==> src/rtl/niu32_pkg.sv <==
// niu32_pkg: shared definitions for the NIU32 sequencer.
//   - op1 opcode codes (IR[31:27]) and ALU function codes (op2 / alu_func)
//   - instruction class enum produced by niu32_op_class
//   - sequencer state encoding
//   - branch_func: maps a branch opcode to its compare ALU function
package niu32_pkg;

  // Primary opcodes (op1). The ALU-immediate opcodes share their value with
  // the ALU function they request, so the sequencer forwards op1 directly as
  // alu_func for that group.
  localparam logic [4:0] OP_ALUR = 5'd0;
  localparam logic [4:0] OP_ADDI = 5'd1;
  localparam logic [4:0] OP_SUBI = 5'd2;
  localparam logic [4:0] OP_ANDI = 5'd3;
  localparam logic [4:0] OP_ORI  = 5'd4;
  localparam logic [4:0] OP_XORI = 5'd5;
  localparam logic [4:0] OP_BEQ  = 5'd8;
  localparam logic [4:0] OP_BNE  = 5'd9;
  localparam logic [4:0] OP_BLT  = 5'd10;
  localparam logic [4:0] OP_BLE  = 5'd11;
  localparam logic [4:0] OP_LW   = 5'd16;
  localparam logic [4:0] OP_SW   = 5'd17;
  localparam logic [4:0] OP_LUI  = 5'd18;
  localparam logic [4:0] OP_JAL  = 5'd19;

  // ALU function codes
  localparam logic [4:0] ALU_ADD = 5'd1;
  localparam logic [4:0] ALU_SUB = 5'd2;
  localparam logic [4:0] ALU_AND = 5'd3;
  localparam logic [4:0] ALU_OR  = 5'd4;
  localparam logic [4:0] ALU_XOR = 5'd5;
  localparam logic [4:0] ALU_EQ  = 5'd8;
  localparam logic [4:0] ALU_NEQ = 5'd9;
  localparam logic [4:0] ALU_LT  = 5'd10;
  localparam logic [4:0] ALU_LEQ = 5'd11;

  typedef enum logic [2:0] {
    CLS_ALUR,
    CLS_ALUI,
    CLS_MEM,
    CLS_LUI,
    CLS_BRANCH,
    CLS_JAL,
    CLS_ILLEGAL
  } op_class_t;

  typedef enum logic [4:0] {
    ST_FETCH  = 5'd0,
    ST_DECODE = 5'd1,
    ST_ALU0R  = 5'd2,
    ST_ALU0I  = 5'd3,
    ST_ALU1   = 5'd4,
    ST_ALU2   = 5'd5,
    ST_MEM0   = 5'd6,
    ST_MEM1   = 5'd7,
    ST_MEM2   = 5'd8,
    ST_MEMW   = 5'd9,
    ST_LUI0   = 5'd10,
    ST_BR0    = 5'd11,
    ST_BR1    = 5'd12,
    ST_BR2    = 5'd13,
    ST_BR3    = 5'd14,
    ST_BR4    = 5'd15,
    ST_BR5    = 5'd16,
    ST_JAL0   = 5'd17,
    ST_JAL1   = 5'd18,
    ST_JAL2   = 5'd19,
    ST_JAL3   = 5'd20,
    ST_ERROR  = 5'd21
  } state_t;

  function automatic logic [4:0] branch_func(input logic [4:0] op);
    logic [4:0] f;
    case (op)
      OP_BEQ:  f = ALU_EQ;
      OP_BNE:  f = ALU_NEQ;
      OP_BLT:  f = ALU_LT;
      OP_BLE:  f = ALU_LEQ;
      default: f = 5'd0;
    endcase
    return f;
  endfunction

endpackage

==> src/rtl/niu32_op_class.sv <==
// niu32_op_class: combinational decode of the primary opcode into an
// instruction class.
//   op1      in  OP_BITS  primary opcode IR[31:27]
//   op_class out          instruction class (op_class_t)
module niu32_op_class
  import niu32_pkg::*;
#(
  parameter int OP_BITS = 5
) (
  input  logic [OP_BITS-1:0] op1,
  output op_class_t          op_class
);

  always_comb begin
    op_class = CLS_ILLEGAL;
    case (op1)
      OP_BITS'(OP_ALUR): op_class = CLS_ALUR;
      OP_BITS'(OP_ADDI),
      OP_BITS'(OP_SUBI),
      OP_BITS'(OP_ANDI),
      OP_BITS'(OP_ORI),
      OP_BITS'(OP_XORI): op_class = CLS_ALUI;
      OP_BITS'(OP_LW),
      OP_BITS'(OP_SW):   op_class = CLS_MEM;
      OP_BITS'(OP_LUI):  op_class = CLS_LUI;
      OP_BITS'(OP_BEQ),
      OP_BITS'(OP_BNE),
      OP_BITS'(OP_BLT),
      OP_BITS'(OP_BLE):  op_class = CLS_BRANCH;
      OP_BITS'(OP_JAL):  op_class = CLS_JAL;
      default:           op_class = CLS_ILLEGAL;
    endcase
  end

endmodule

==> src/rtl/niu32_seq_ctrl.sv <==
// niu32_seq_ctrl: multi-cycle Moore sequencer for the NIU32 datapath.
//   clk, reset(active-low, async)
//   op1/op2, rx/ry/rz   instruction fields from IR
//   alu_cond            ALU result bit 0 (branch compare outcome)
//   mem_ack             memory access complete
//   LdPC..DrALU         datapath load/drive strobes
//   reg_sel, alu_func   register selector and ALU function
//   mem_req             memory access request (held in MEMW)
//   state, error        debug state view, sticky illegal-opcode flag
module niu32_seq_ctrl
  import niu32_pkg::*;
#(
  parameter int STATE_BITS = 5,
  parameter int OP_BITS    = 5,
  parameter int REG_BITS   = 5
) (
  input  logic                  clk,
  input  logic                  reset,
  input  logic [OP_BITS-1:0]    op1,
  input  logic [OP_BITS-1:0]    op2,
  input  logic [REG_BITS-1:0]   rx,
  input  logic [REG_BITS-1:0]   ry,
  input  logic [REG_BITS-1:0]   rz,
  input  logic                  alu_cond,
  input  logic                  mem_ack,
  output logic                  LdPC,
  output logic                  DrPC,
  output logic                  IncPC,
  output logic                  LdIR,
  output logic                  LdMAR,
  output logic                  WrMem,
  output logic                  DrMem,
  output logic                  WrReg,
  output logic                  DrReg,
  output logic                  DrImm,
  output logic                  DrImmHi,
  output logic                  LdA,
  output logic                  LdB,
  output logic                  DrALU,
  output logic [REG_BITS-1:0]   reg_sel,
  output logic [OP_BITS-1:0]    alu_func,
  output logic                  mem_req,
  output logic [STATE_BITS-1:0] state,
  output logic                  error
);

  state_t    state_q, state_d;
  op_class_t op_class;

  niu32_op_class #(.OP_BITS(OP_BITS)) u_op_class (
    .op1      (op1),
    .op_class (op_class)
  );

  always_comb begin
    state_d  = state_q;
    LdPC     = 1'b0;
    DrPC     = 1'b0;
    IncPC    = 1'b0;
    LdIR     = 1'b0;
    LdMAR    = 1'b0;
    WrMem    = 1'b0;
    DrMem    = 1'b0;
    WrReg    = 1'b0;
    DrReg    = 1'b0;
    DrImm    = 1'b0;
    DrImmHi  = 1'b0;
    LdA      = 1'b0;
    LdB      = 1'b0;
    DrALU    = 1'b0;
    reg_sel  = '0;
    alu_func = '0;
    mem_req  = 1'b0;

    case (state_q)
      ST_FETCH: begin
        // Gated by reset so the FETCH strobes stay low while reset is held
        // (state_q is already FETCH then).
        LdIR    = reset;
        IncPC   = reset;
        state_d = ST_DECODE;
      end
      ST_DECODE: begin
        case (op_class)
          CLS_ALUR:   state_d = ST_ALU0R;
          CLS_ALUI:   state_d = ST_ALU0I;
          CLS_MEM:    state_d = ST_MEM0;
          CLS_LUI:    state_d = ST_LUI0;
          CLS_BRANCH: state_d = ST_BR0;
          CLS_JAL:    state_d = ST_JAL0;
          default:    state_d = ST_ERROR;
        endcase
      end
      ST_ALU0R: begin
        reg_sel = ry;
        DrReg   = 1'b1;
        LdB     = 1'b1;
        state_d = ST_ALU1;
      end
      ST_ALU0I: begin
        DrImm   = 1'b1;
        LdB     = 1'b1;
        state_d = ST_ALU1;
      end
      ST_ALU1: begin
        reg_sel = rx;
        DrReg   = 1'b1;
        LdA     = 1'b1;
        state_d = ST_ALU2;
      end
      ST_ALU2: begin
        if (op_class == CLS_ALUR) begin
          alu_func = op2;
          reg_sel  = rz;
        end else begin
          alu_func = op1;
          reg_sel  = ry;
        end
        DrALU   = 1'b1;
        WrReg   = 1'b1;
        state_d = ST_FETCH;
      end
      ST_MEM0: begin
        reg_sel = rx;
        DrReg   = 1'b1;
        LdA     = 1'b1;
        state_d = ST_MEM1;
      end
      ST_MEM1: begin
        DrImm   = 1'b1;
        LdB     = 1'b1;
        state_d = ST_MEM2;
      end
      ST_MEM2: begin
        alu_func = OP_BITS'(ALU_ADD);
        DrALU    = 1'b1;
        LdMAR    = 1'b1;
        state_d  = ST_MEMW;
      end
      ST_MEMW: begin
        mem_req = 1'b1;
        // Data transfer strobes only fire in the cycle the access completes.
        if (mem_ack) begin
          reg_sel = ry;
          if (op1 == OP_BITS'(OP_LW)) begin
            DrMem = 1'b1;
            WrReg = 1'b1;
          end else begin
            DrReg = 1'b1;
            WrMem = 1'b1;
          end
          state_d = ST_FETCH;
        end
      end
      ST_LUI0: begin
        reg_sel = ry;
        DrImmHi = 1'b1;
        WrReg   = 1'b1;
        state_d = ST_FETCH;
      end
      ST_BR0: begin
        reg_sel = rx;
        DrReg   = 1'b1;
        LdA     = 1'b1;
        state_d = ST_BR1;
      end
      ST_BR1: begin
        reg_sel = ry;
        DrReg   = 1'b1;
        LdB     = 1'b1;
        state_d = ST_BR2;
      end
      ST_BR2: begin
        alu_func = OP_BITS'(branch_func(5'(op1)));
        state_d  = alu_cond ? ST_BR3 : ST_FETCH;
      end
      ST_BR3: begin
        // PC already incremented during FETCH: target = PC+1 + imm.
        DrPC    = 1'b1;
        LdA     = 1'b1;
        state_d = ST_BR4;
      end
      ST_BR4: begin
        DrImm   = 1'b1;
        LdB     = 1'b1;
        state_d = ST_BR5;
      end
      ST_BR5: begin
        alu_func = OP_BITS'(ALU_ADD);
        DrALU    = 1'b1;
        LdPC     = 1'b1;
        state_d  = ST_FETCH;
      end
      ST_JAL0: begin
        reg_sel = ry;
        DrPC    = 1'b1;
        WrReg   = 1'b1;
        state_d = ST_JAL1;
      end
      ST_JAL1: begin
        reg_sel = rx;
        DrReg   = 1'b1;
        LdA     = 1'b1;
        state_d = ST_JAL2;
      end
      ST_JAL2: begin
        DrImm   = 1'b1;
        LdB     = 1'b1;
        state_d = ST_JAL3;
      end
      ST_JAL3: begin
        alu_func = OP_BITS'(ALU_ADD);
        DrALU    = 1'b1;
        LdPC     = 1'b1;
        state_d  = ST_FETCH;
      end
      ST_ERROR: state_d = ST_ERROR;
      // Unused encodings are treated like an illegal opcode.
      default:  state_d = ST_ERROR;
    endcase
  end

  always_ff @(posedge clk or negedge reset) begin
    if (!reset) state_q <= ST_FETCH;
    else        state_q <= state_d;
  end

  assign state = STATE_BITS'(state_q);
  assign error = (state_q == ST_ERROR);

endmodule

==> config.mk <==
export PLATFORM = sky130hd
export DESIGN_NAME = niu32_seq_ctrl
export DESIGN_NICKNAME = d
export VERILOG_FILES = /design/src/rtl/niu32_pkg.sv /design/src/rtl/niu32_op_class.sv /design/src/rtl/niu32_seq_ctrl.sv
export SDC_FILE = /design/constraint.sdc
export NUM_CORES = 1
export LEC_CHECK = 0
export BUFFER_PORTS_ARGS = -buffer_cell sky130_fd_sc_hd__buf_2
export CAP_MARGIN = 10
export CORE_UTILIZATION = 38
export CTS_CLUSTER_SIZE = 40
export DETAILED_ROUTE_END_ITERATION = 8
export MAX_ROUTING_LAYER = met4
export PLACE_DENSITY = 0.74
export SLEW_MARGIN = 20
export SYNTH_ARGS = -nofsm -noshare
export SYNTH_HDL_FRONTEND = slang
export SYNTH_SLANG_ARGS = --single-unit
==> constraint.sdc <==
create_clock -name clk -period 1.8 [get_ports clk]
set_clock_uncertainty 0.15 [all_clocks]
set_input_delay 0.18 -clock clk [delete_from_list [all_inputs] [get_ports clk]]
set_output_delay 0.18 -clock clk [all_outputs]
set_load 0.01 [all_outputs]
==> reports/qor.csv, run 1 <==
stage,metric,value,unit
clock_network,cts_buffers,3,
global_route,grt_pass1_vias,1594,
timing,whs,0.1294,ns
logic_synthesis,ys_seq_elements,5,
clock_network,cts-root-to-sink-buffers,2,
routing,drtPass1Iterations,5,
logic_synthesis,synthFlopType,dfrtp_1,
routing,ant_nets,0,
routing,via_count,1945,
die,io_pins,60,
timing,relSlewSlack,0.7302,
logic_synthesis,synth_edf_count,0,
power_and_ir_drop,p_leak,1.016,nW
place,place_congestion,0.9624,
timing,rsz0062_at_grt,yes,
die,initial_utilization,0.4178,
routing,drtIter0Drc,137,
finish,area_delta_synth_final,122.0,%
die,fp-row-count,17,
worst_setup_path,reg2reg_slack,-0.18,ns
global_route,track_usage,0.3929,
worst_setup_path,r2r_end,state[4],
clock_network,cts_sinks,5,
worst_setup_path,cp-end-kind,output pin,
die,die_y,52.03,um
finish,instances_no_fill,284,
timing,setup_viol,30,
global_route,grt_overflow,0,
timing,tightest_slew,0.3991,ns
power_and_ir_drop,powerDensity,1871,nW/um2
timing,setup_ws,-0.4700,ns
worst_setup_path,cp-start-kind,flip-flop,
run_status,status,"finished, violations left",
worst_setup_path,crit_fanout,6,
worst_setup_path,required,1.47,ns
die,coreArea,2276,um2
logic_synthesis,synthDistinctLibCells,47,
timing,finalMaxSlewViolations,0,
worst_setup_path,r2r.worst_path.cells,9,
clock_network,clkTransAtPathRegs,0.06,ns
worst_setup_path,path_class,reg -> out,
power_and_ir_drop,peakVddDrop,1.739,mV
logic_synthesis,syn_inst,138,
logic_synthesis,synth_nets,167,
clock_network,clk_latency,0.27,ns
die,die_width,52.03,um
finish,seq_area,131.4,um2
finish,largest_reg_flops,5,
routing,totalWireLength,6881,um
finish,drive_gt1_frac,0.7109,
global_route,grt_first_pass_wirelength,7590,um
finish,final_common_cell,buf_2,
hold_path,worstHoldPathType,in -> async,
finish,layout_common_cells,"54 x buf_2, 49 x buf_4, 21 x buf_6",
clock_network,htreeDepth,1,
flow_run,cap_violations,0,
worst_setup_path,critPathArrivalTime,1.94,ns
place,port_buffers,59,
run_status,violations,negative setup slack,
place,dp_hpwl,2968,um
clock_network,cts_root_buf,clkbuf_4,
global_route,antenna_found_initial,0,
logic_synthesis,syn_avg_cell_area,6.891,um2
routing,drc,0,
logic_synthesis,syn_area,950.9,um2
logic_synthesis,synth_seq_area_share,0.1316,
finish,fin_nets,286,
routing,vias_per_cell,6.849,
finish,diodes,0,
timing,period_share,1.261,
routing,avgRoutedWirePerCell,24.23,um
timing,final-hold-violation-count,0,
logic_synthesis,synth.area.top_cells,"dfrtp_1 13%, a221o_1 7.4%, nand2_1 5.5%, nor2_1 5.5%, a21oi_1 4.7%",
timing,fin_crit,2.270,ns
logic_synthesis,async_reset_ff_frac,1.000,
logic_synthesis,yosys_warnings,0,
timing,fmax,440.5,MHz
finish,multi_input_area,1011,um2
clock_network,cts_tree,done,
die,fp.dieArea,2707,um2
global_route,grt_max_degree,13,
logic_synthesis,synth.top_cell.area_share,0.1316,
finish,fillers,85,
place,dp_cells,246,
logic_synthesis,synth_top_area_cell,dfrtp_1,
worst_setup_path,r2r-start,state[4],
synth_stat cells (all sizes together), types with 2 or more instances:
cell / number
a21boi: 2
a31oi: 2
a21oi: 9
a221o: 7
o21a: 3
o211ai: 2
nand2: 14
nand3b: 2
and2: 7
nor3b: 3
o21ai: 4
nand4: 2
nand2b: 5
clkbuf: 5
nand3: 7
buf: 7
o31ai: 4
nor2b: 7
dfrtp: 5
o221ai: 2
nor2: 14
nor3: 5
metal layers:
layer,routed length [um],vias to the layer above,GRT usage
li1,-,769,-
met5,0,-,-
met2,3170,222,0.6688
met3,948,74,0.07602
met4,567,0,0.1847
met1,2194,880,0.4373
cells by family (layout without fill, tap and decap cells):
logic type / Yosys count / in the layout / synth area share
xor+xnor: 1 / 1 / 0.009212
compound gates: 46 / 46 / 0.3658
flops: 5 / 5 / 0.1316
simple gates: 72 / 72 / 0.4210
fa+ha+maj: 1 / 1 / 0.01053
buf+inv: 13 / 131 / 0.06184
stage by stage:
| stage | worst slack (ns) | area [um2] | power (mW) | TNS (ns) | util |
|---|---|---|---|---|---|
| 2_1_floorplan | 0.004660 | 965.9 | 1.396 | 0 | - |
| 5_1_grt | -0.6207 | 2111 | 4.085 | -8.828 | 0.9274 |
| 6_report | -0.4700 | 2111 | 3.950 | -7.361 | 0.9274 |
| 4_1_cts | -0.2919 | 1817 | 2.973 | -3.173 | 0.7982 |
| 3_3_place_gp | -0.1368 | 1485 | 2.260 | -1.115 | 0.6526 |
| 3_5_place_dp | -0.1890 | 1485 | 2.305 | -1.504 | 0.6526 |
final cells by class:
| cell class | instances | area share |
|---|---|---|
| multi-input cells | 120 | 0.4790 |
| repair buffers | 126 | 0.4262 |
| clock buffers | 4 | 0.01245 |
| well taps | 28 | 0.01660 |
| inverters | 1 | 0.003557 |
| flip-flops and latches | 5 | 0.06224 |
worst max path at each step:
| stage | start | end | slack (ns) | depth (start not counted) |
|---|---|---|---|---|
| 2_1_floorplan | state[4] | reg_sel[0] | 0.005 | 5 |
| 3_3_place_gp | state[4] | LdA | -0.14 | 6 |
| 3_5_place_dp | state[2] | reg_sel[4] | -0.19 | 5 |
| 4_1_cts | state[4] | reg_sel[4] | -0.29 | 6 |
| 5_1_grt | state[4] | LdA | -0.62 | 8 |
| 6_report | state[2] | reg_sel[0] | -0.47 | 6 |
critical path, cell delays in order, from the launching register on:
cell and delay [ns]:
dfrtp_2 0.44, buf_6 0.15, nor2b_1 0.24, a21oi_2 0.13, o31ai_4 0.33, a221o_1 0.24
buf_2 0.14
repair_timing:
action | 4_1_cts | 5_1_grt
pin swaps | 22 | 14
setup buffers | 17 | 16
hold buffers | 1 | 0
resized for setup | 52 | 37
hold endpoints to repair | 5 | 0
endpoints found under the setup margin | 27 | 25
report_power, final:
group	total, mW	switching (mW)	internal (mW)
clock network	0.153	0.0679	0.0853
registers	0.273	0.0971	0.176
logic	3.52	1.81	1.71
Power figures use the tool's default switching activity.
==> inputs of run 2 (changes only) <==
Settings changed: ABC_AREA from default to 1, CORE_UTILIZATION 38 to 42, PLACE_DENSITY 0.74 to 0.75.
==> run 2 against run 1 <==
Effect of this change:
- the run still ends with negative setup slack left
- non-clock buffer count decreased by 41
- via count shrank 6.8%
- clock power decreased by 9%
- highest routed layer unchanged
==> reports/qor.csv, run 2 <==
stage,metric,value,unit
run_status,status,"finished, violations left",
run_status,violations,negative setup slack,
worst_setup_path,crit_top_cell,nand3_4,
global_route,met2_usage,0.4234,
timing,finalMaxSlewViolations,0,
hold_path,worstHoldPathType,in -> reg,
logic_synthesis,synth_top_area_cell,nand2_1,
routing,avgRoutedWirePerCell,11.72,um
clock_network,clkTransAtPathRegs,0.05,ns
finish,drive_gt1_frac,0.4462,
finish,layout_common_cells,"64 x nand2_1, 59 x buf_2, 28 x inv_1",
global_route,grt_first_pass_wirelength,6651,um
worst_setup_path,r2r_end,state[2],
global_route,track_usage,0.2674,
logic_synthesis,synth_seq_area_share,0.1027,
place,post-place-ws,-0.002958,ns
worst_setup_path,path_buf_inv,2,
global_route,met3_usage,0.02326,
logic_synthesis,synth_commonest_cells,"72 x nand2_1, 34 x inv_1, 32 x nand3_1",
routing,totalWireLength,4067,um
worst_setup_path,r2r.worst_path.cells,9,
timing,setup_ws,-0.1279,ns
logic_synthesis,syn_area,1219,um2
logic_synthesis,synthFlopType,dfrtp_1,
finish,final_util,0.6974,
worst_setup_path,reg2reg_slack,0.11,ns
clock_network,cts_tree,done,
power_and_ir_drop,peakVddDrop,0.4531,mV
logic_synthesis,synth.top_cell.area_share,0.2218,
finish,instances_no_fill,347,
timing,period_share,1.071,
timing,timing.setup.tns,-1.062,ns
finish,area_delta_synth_final,57.80,%
worst_setup_path,critPathArrivalTime,1.60,ns
worst_setup_path,slowest_stage,dfrtp_2,
clock_network,cts_root_buf,clkbuf_4,
die,coreArea,2758,um2
die,fp-row-count,19,
clock_network,htreeDepth,1,
logic_synthesis,synth_edf_count,0,
timing,setup_viol,13,
clock_network,clk_latency,0.26,ns
die,io_pins,60,
timing,fin_crit,1.928,ns
routing,via_count,1813,
global_route,antenna_found_initial,0,
power_and_ir_drop,powerDensity,195.5,nW/um2
logic_synthesis,synthDistinctLibCells,28,
place,port_buffers,59,
finish,largest_reg_flops,5,
routing,drc,0,
die,die_y,55.87,um
hold_path,hold_start,alu_cond,
die,initial_utilization,0.4419,
global_route,grt_pass1_vias,1559,
routing,drtIter0Drc,74,
logic_synthesis,synth.area.top_cells,"nand2_1 22%, nand3_1 13%, inv_1 10%, dfrtp_1 10%, nor2_1 8.0%",
worst_setup_path,cp_top_family,flip-flops,
global_route,grt-busiest-layer,met2,
routing,drtPass1Iterations,4,
power_and_ir_drop,power,0.3759,mW
routing,ant_nets,0,
worst_setup_path,cp-end-kind,output pin,
routing,vias_per_cell,5.225,
timing,relSlewSlack,0.7753,
worst_setup_path,crit_chain,buf_4 -> nand3_4 -> nor2_4 -> nand2_4 -> nand3_4 -> a21oi_2 -> nand3_1 -> buf_2,
worst_setup_path,r2r-start,state[3],
worst_setup_path,cp-start-kind,flip-flop,
worst_setup_path,crit_fanout,7,
logic_synthesis,yosys_warnings,0,
clock_network,cts-root-to-sink-buffers,2,
logic_synthesis,ys_seq_elements,5,
die,die_width,55.87,um
place,dp_hpwl,3066,um
timing,tightest_slew,0.3344,ns
finish,fin_nets,346,
die,fp.dieArea,3121,um2
logic_synthesis,async_reset_ff_frac,1.000,
logic_synthesis,synth.most_common_cell,nand2_1,
timing,rsz0062_at_grt,yes,
clock_network,cts_buffers,3,
flow_run,cap_violations,0,
finish,final_common_cell,nand2_1,
clock_network,cts_sinks,5,
timing,fmax,518.7,MHz
global_route,grtUsageMet1,0.3677,
hold_path,min_to,state[1],
logic_synthesis,syn_avg_cell_area,5.230,um2
logic_synthesis,syn_inst,233,
worst_setup_path,slowest_delay,0.48,ns
worst_setup_path,path_class,reg -> out,
logic_synthesis,synth_nets,262,
global_route,grt_max_degree,12,
place,place_congestion,0.9768,
worst_setup_path,required,1.47,ns
global_route,grt_overflow,0,
power_and_ir_drop,p_leak,1.176,nW
finish,diodes,0,
place,dp_cells,334,
hold_path,holdPathStages,3,
timing,final-hold-violation-count,0,
[run 2: cell count changes in the layout (fill, tap and decap cells not counted), sizes merged, moves of 22 or more]
cell and delta:
buf -41, nor2 +22, nand3 +30, inv +38, nand2 +61
[run 2: worst max path at each step]
stage               startpoint          to  slack [ns]  depth (start not counted)
CTS                   state[1]  reg_sel[2]       -0.11                         10
global placement      state[1]  reg_sel[1]       -0.04                          9
floorplan             state[4]  reg_sel[0]        0.09                          8
global route          state[1]  reg_sel[1]       -0.25                          9
detailed placement    state[1]  reg_sel[0]      -0.003                          9
finish                state[3]  reg_sel[2]       -0.13                          8
[run 2: per-stage QoR]
step                      hold slack [ns]  instance area (um2)
after floorplan                   -0.2656                 1219
final                             0.07380                 1923
after CTS                         0.06580                 1854
after global routing              0.08016                 1923
after detailed placement          -0.1488                 1647
after global placement            -0.1490                 1647
[run 2: repair_timing]
item | 4_1_cts | 5_1_grt
pin swaps | 11 | 7
buffers inserted | 6 | 2
setup endpoints to repair | 20 | 21
gates resized for setup | 41 | 15
hold buffers | 1 | 0
hold endpoints to repair | 5 | 0
[run 2: logic make-up after synthesis]
family / after synthesis / share of synthesized area
AOI/OAI and AO/OA: 19 / 0.1027
and+or+nand+nor: 164 / 0.6366
buffers and inverters: 45 / 0.1581
DFF: 5 / 0.1027
[run 2: metal layers]
layer / vias to the layer above / wire [um]
li1: 927 / -
met1: 798 / 1806
met2: 81 / 1918
met3: 7 / 296
met4: 0 / 45
met5: - / 0
[run 2: where the power goes]
group | internal [mW] | leakage (nW) | switching, mW
logic | 0.0479 | 1.11 | 0.0763
clock network | 0.0810 | 0.0177 | 0.0580
registers | 0.113 | 0.0519 | 0
total | 0.242 | 1.18 | 0.134
[run 2: worst register-to-register path, delay by kind of cell (launching register included)]
kind	cells	cell delay, ns
and+or+nand+nor	6	0.67
DFF	1	0.48
buffers and inverters	3	0.26
[run 2: cell type report]
| class | instances | area [um2] |
|---|---|---|
| Multi-Input combinational cell | 183 | 1055 |
| Fill cell | 243 | 834.6 |
| Timing Repair Buffer | 85 | 524.3 |
| Inverter | 39 | 148.9 |
| Sequential cell | 5 | 128.9 |
| Tap cell | 31 | 38.79 |
| Clock buffer | 3 | 22.52 |
| Clock inverter | 1 | 5.005 |
==> inputs of run 3 (changes only) <==
Settings changed: CORE_UTILIZATION 42 to 47, PLACE_DENSITY 0.75 to 0.8.
Clock period 1.8 ns to 2.1 ns, I/O delays scaled along.
==> run 3 against run 2 <==
Effect of this change:
- the run now ends clean
- power fell by 16%
- combinational power fell by 19%
- die area fell by 10%
- critical path depth rose by 1
- cell area fell by 14%
- sequential share of layout area rose by 1.2 points
==> reports/qor.csv, run 3 (same netlist as run 2, synthesis figures left out) <==
stage,metric,value,unit
place,dp_cells,318,
worst_setup_path,reg2reg_slack,0.44,ns
timing,fin_crit,2.025,ns
hold_path,worstHoldPathType,in -> reg,
timing,period_share,0.9641,
finish,fin_area,1649,um2
die,initial_utilization,0.4964,
timing,tightest_slew,0.3289,ns
worst_setup_path,r2r.worst_path.cells,9,
global_route,grt_max_degree,13,
die,io_pins,60,
timing,final-hold-violation-count,0,
power_and_ir_drop,powerDensity,191.2,nW/um2
global_route,grt_first_pass_wirelength,5506,um
die,fp-row-count,18,
global_route,grt_pass1_vias,1251,
worst_setup_path,path_class,reg -> out,
timing,fmax,493.9,MHz
die,fp.dieArea,2801,um2
global_route,antenna_found_initial,0,
routing,route.met3.wl,264,um
worst_setup_path,critPathArrivalTime,1.66,ns
clock_network,cts_root_buf,clkbuf_4,
routing,drc,0,
routing,avgRoutedWirePerCell,11.28,um
place,port_buffers,59,
finish,final_common_cell,nand2_1,
finish,instances_no_fill,326,
run_status,status,"complete, no violations",
power_and_ir_drop,peakVddDrop,0.4106,mV
finish,area_delta_synth_final,35.32,%
clock_network,cts_tree,done,
global_route,grt_overflow,0,
clock_network,cts_buffers,3,
finish,drive_gt1_frac,0.3514,
routing,met1_length,1670,um
routing,vias_per_cell,5.279,
worst_setup_path,crit_end,reg_sel[1],
routing,drtIter0Drc,65,
timing,relSlewSlack,0.7790,
finish,diodes,0,
timing,setup_viol,0,
flow_run,cap_violations,0,
worst_setup_path,r2r_end,state[0],
worst_setup_path,cp-end-kind,output pin,
power_and_ir_drop,p_leak,1.049,nW
finish,fin_nets,326,
worst_setup_path,startpoint,state[3],
power_and_ir_drop,power,0.3154,mW
finish,layout_common_cells,"69 x nand2_1, 59 x buf_2, 31 x inv_1",
clock_network,clkTransAtPathRegs,0.05,ns
clock_network,cts_sinks,5,
worst_setup_path,required,1.74,ns
place,placed_cell_area,1520,um2
routing,ant_nets,0,
worst_setup_path,cp-start-kind,flip-flop,
place,place_congestion,1.070,
routing,top_layer_used,met4,
worst_setup_path,crit_fanout,7,
routing,drtPass1Iterations,4,
die,coreArea,2455,um2
place,dp_hpwl,2912,um
clock_network,clk_latency,0.25,ns
routing,met2_length,1704,um
worst_setup_path,r2r-start,state[3],
clock_network,cts-root-to-sink-buffers,2,
finish,largest_reg_flops,5,
timing,rsz0062_at_grt,yes,
die,die_width,52.92,um
global_route,track_usage,0.2670,
die,die_y,52.92,um
clock_network,htreeDepth,1,
timing,finalMaxSlewViolations,0,
routing,via_count,1721,
routing,totalWireLength,3677,um
-- run 3: layer usage --
metal,track usage,vias up
met5,-,-
met4,0.05702,0
met3,0.02011,4
met2,0.4051,69
met1,0.3842,762
li1,-,886
-- run 3: where the power goes --
group | total, mW | switching, mW | internal (mW)
clock network | 0.118 | 0.0484 | 0.0694
logic | 0.101 | 0.0629 | 0.0382
registers | 0.0966 | 0 | 0.0966
total | 0.315 | 0.111 | 0.204
-- run 3: critical path: stages (launching register included) --
cell and delay, ns:
dfrtp_2 0.47, nand2_2 0.11, nor2_4 0.06, nand2_1 0.11
nand2_1 0.07, inv_1 0.08, nand3_2 0.13, a21boi_0 0.18
nand2_1 0.07, buf_2 0.13
-- run 3: what timing repair did --
action | 4_1_cts | 5_1_grt
hold endpoints to repair | 5 | 0
gates resized for setup | 2 | 24
hold buffers | 1 | 0
setup endpoints to repair | 6 | 13
pin swaps | 0 | 4
buffers inserted | 0 | 3
-- run 3: layout make-up --
type,instances,area (um2)
fillers,248,805.8
clock inverters,1,5.005
multi-input cells,183,952.2
clock buffers,3,22.52
inverters,39,151.4
flip-flops and latches,5,130.1
repair buffers,65,350.3
well taps,30,37.54
-- run 3: worst min-delay path by stage --
stage             start        to  slack, ns  cells after the start
6_report       alu_cond  state[1]       0.08                      3
3_5_place_dp      reset  state[1]      -0.11                      1
3_3_place_gp      reset  state[1]      -0.12                      1
5_1_grt        alu_cond  state[1]       0.11                      3
2_1_floorplan     reset  state[0]      -0.24                      0
4_1_cts        alu_cond  state[1]       0.08                      3
-- run 3: per-stage QoR --
step	setup WS (ns)	hold WS, ns	TNS [ns]	util
CTS	0.00005085	0.07662	0	0.6366
detailed placement	0.1980	-0.1144	0	0.6193
floorplan	0.3626	-0.2356	0	-
finish	0.07542	0.08105	0	0.6718
global route	-0.02551	0.1120	-0.08213	0.6718
global placement	0.2023	-0.1195	0	0.6193
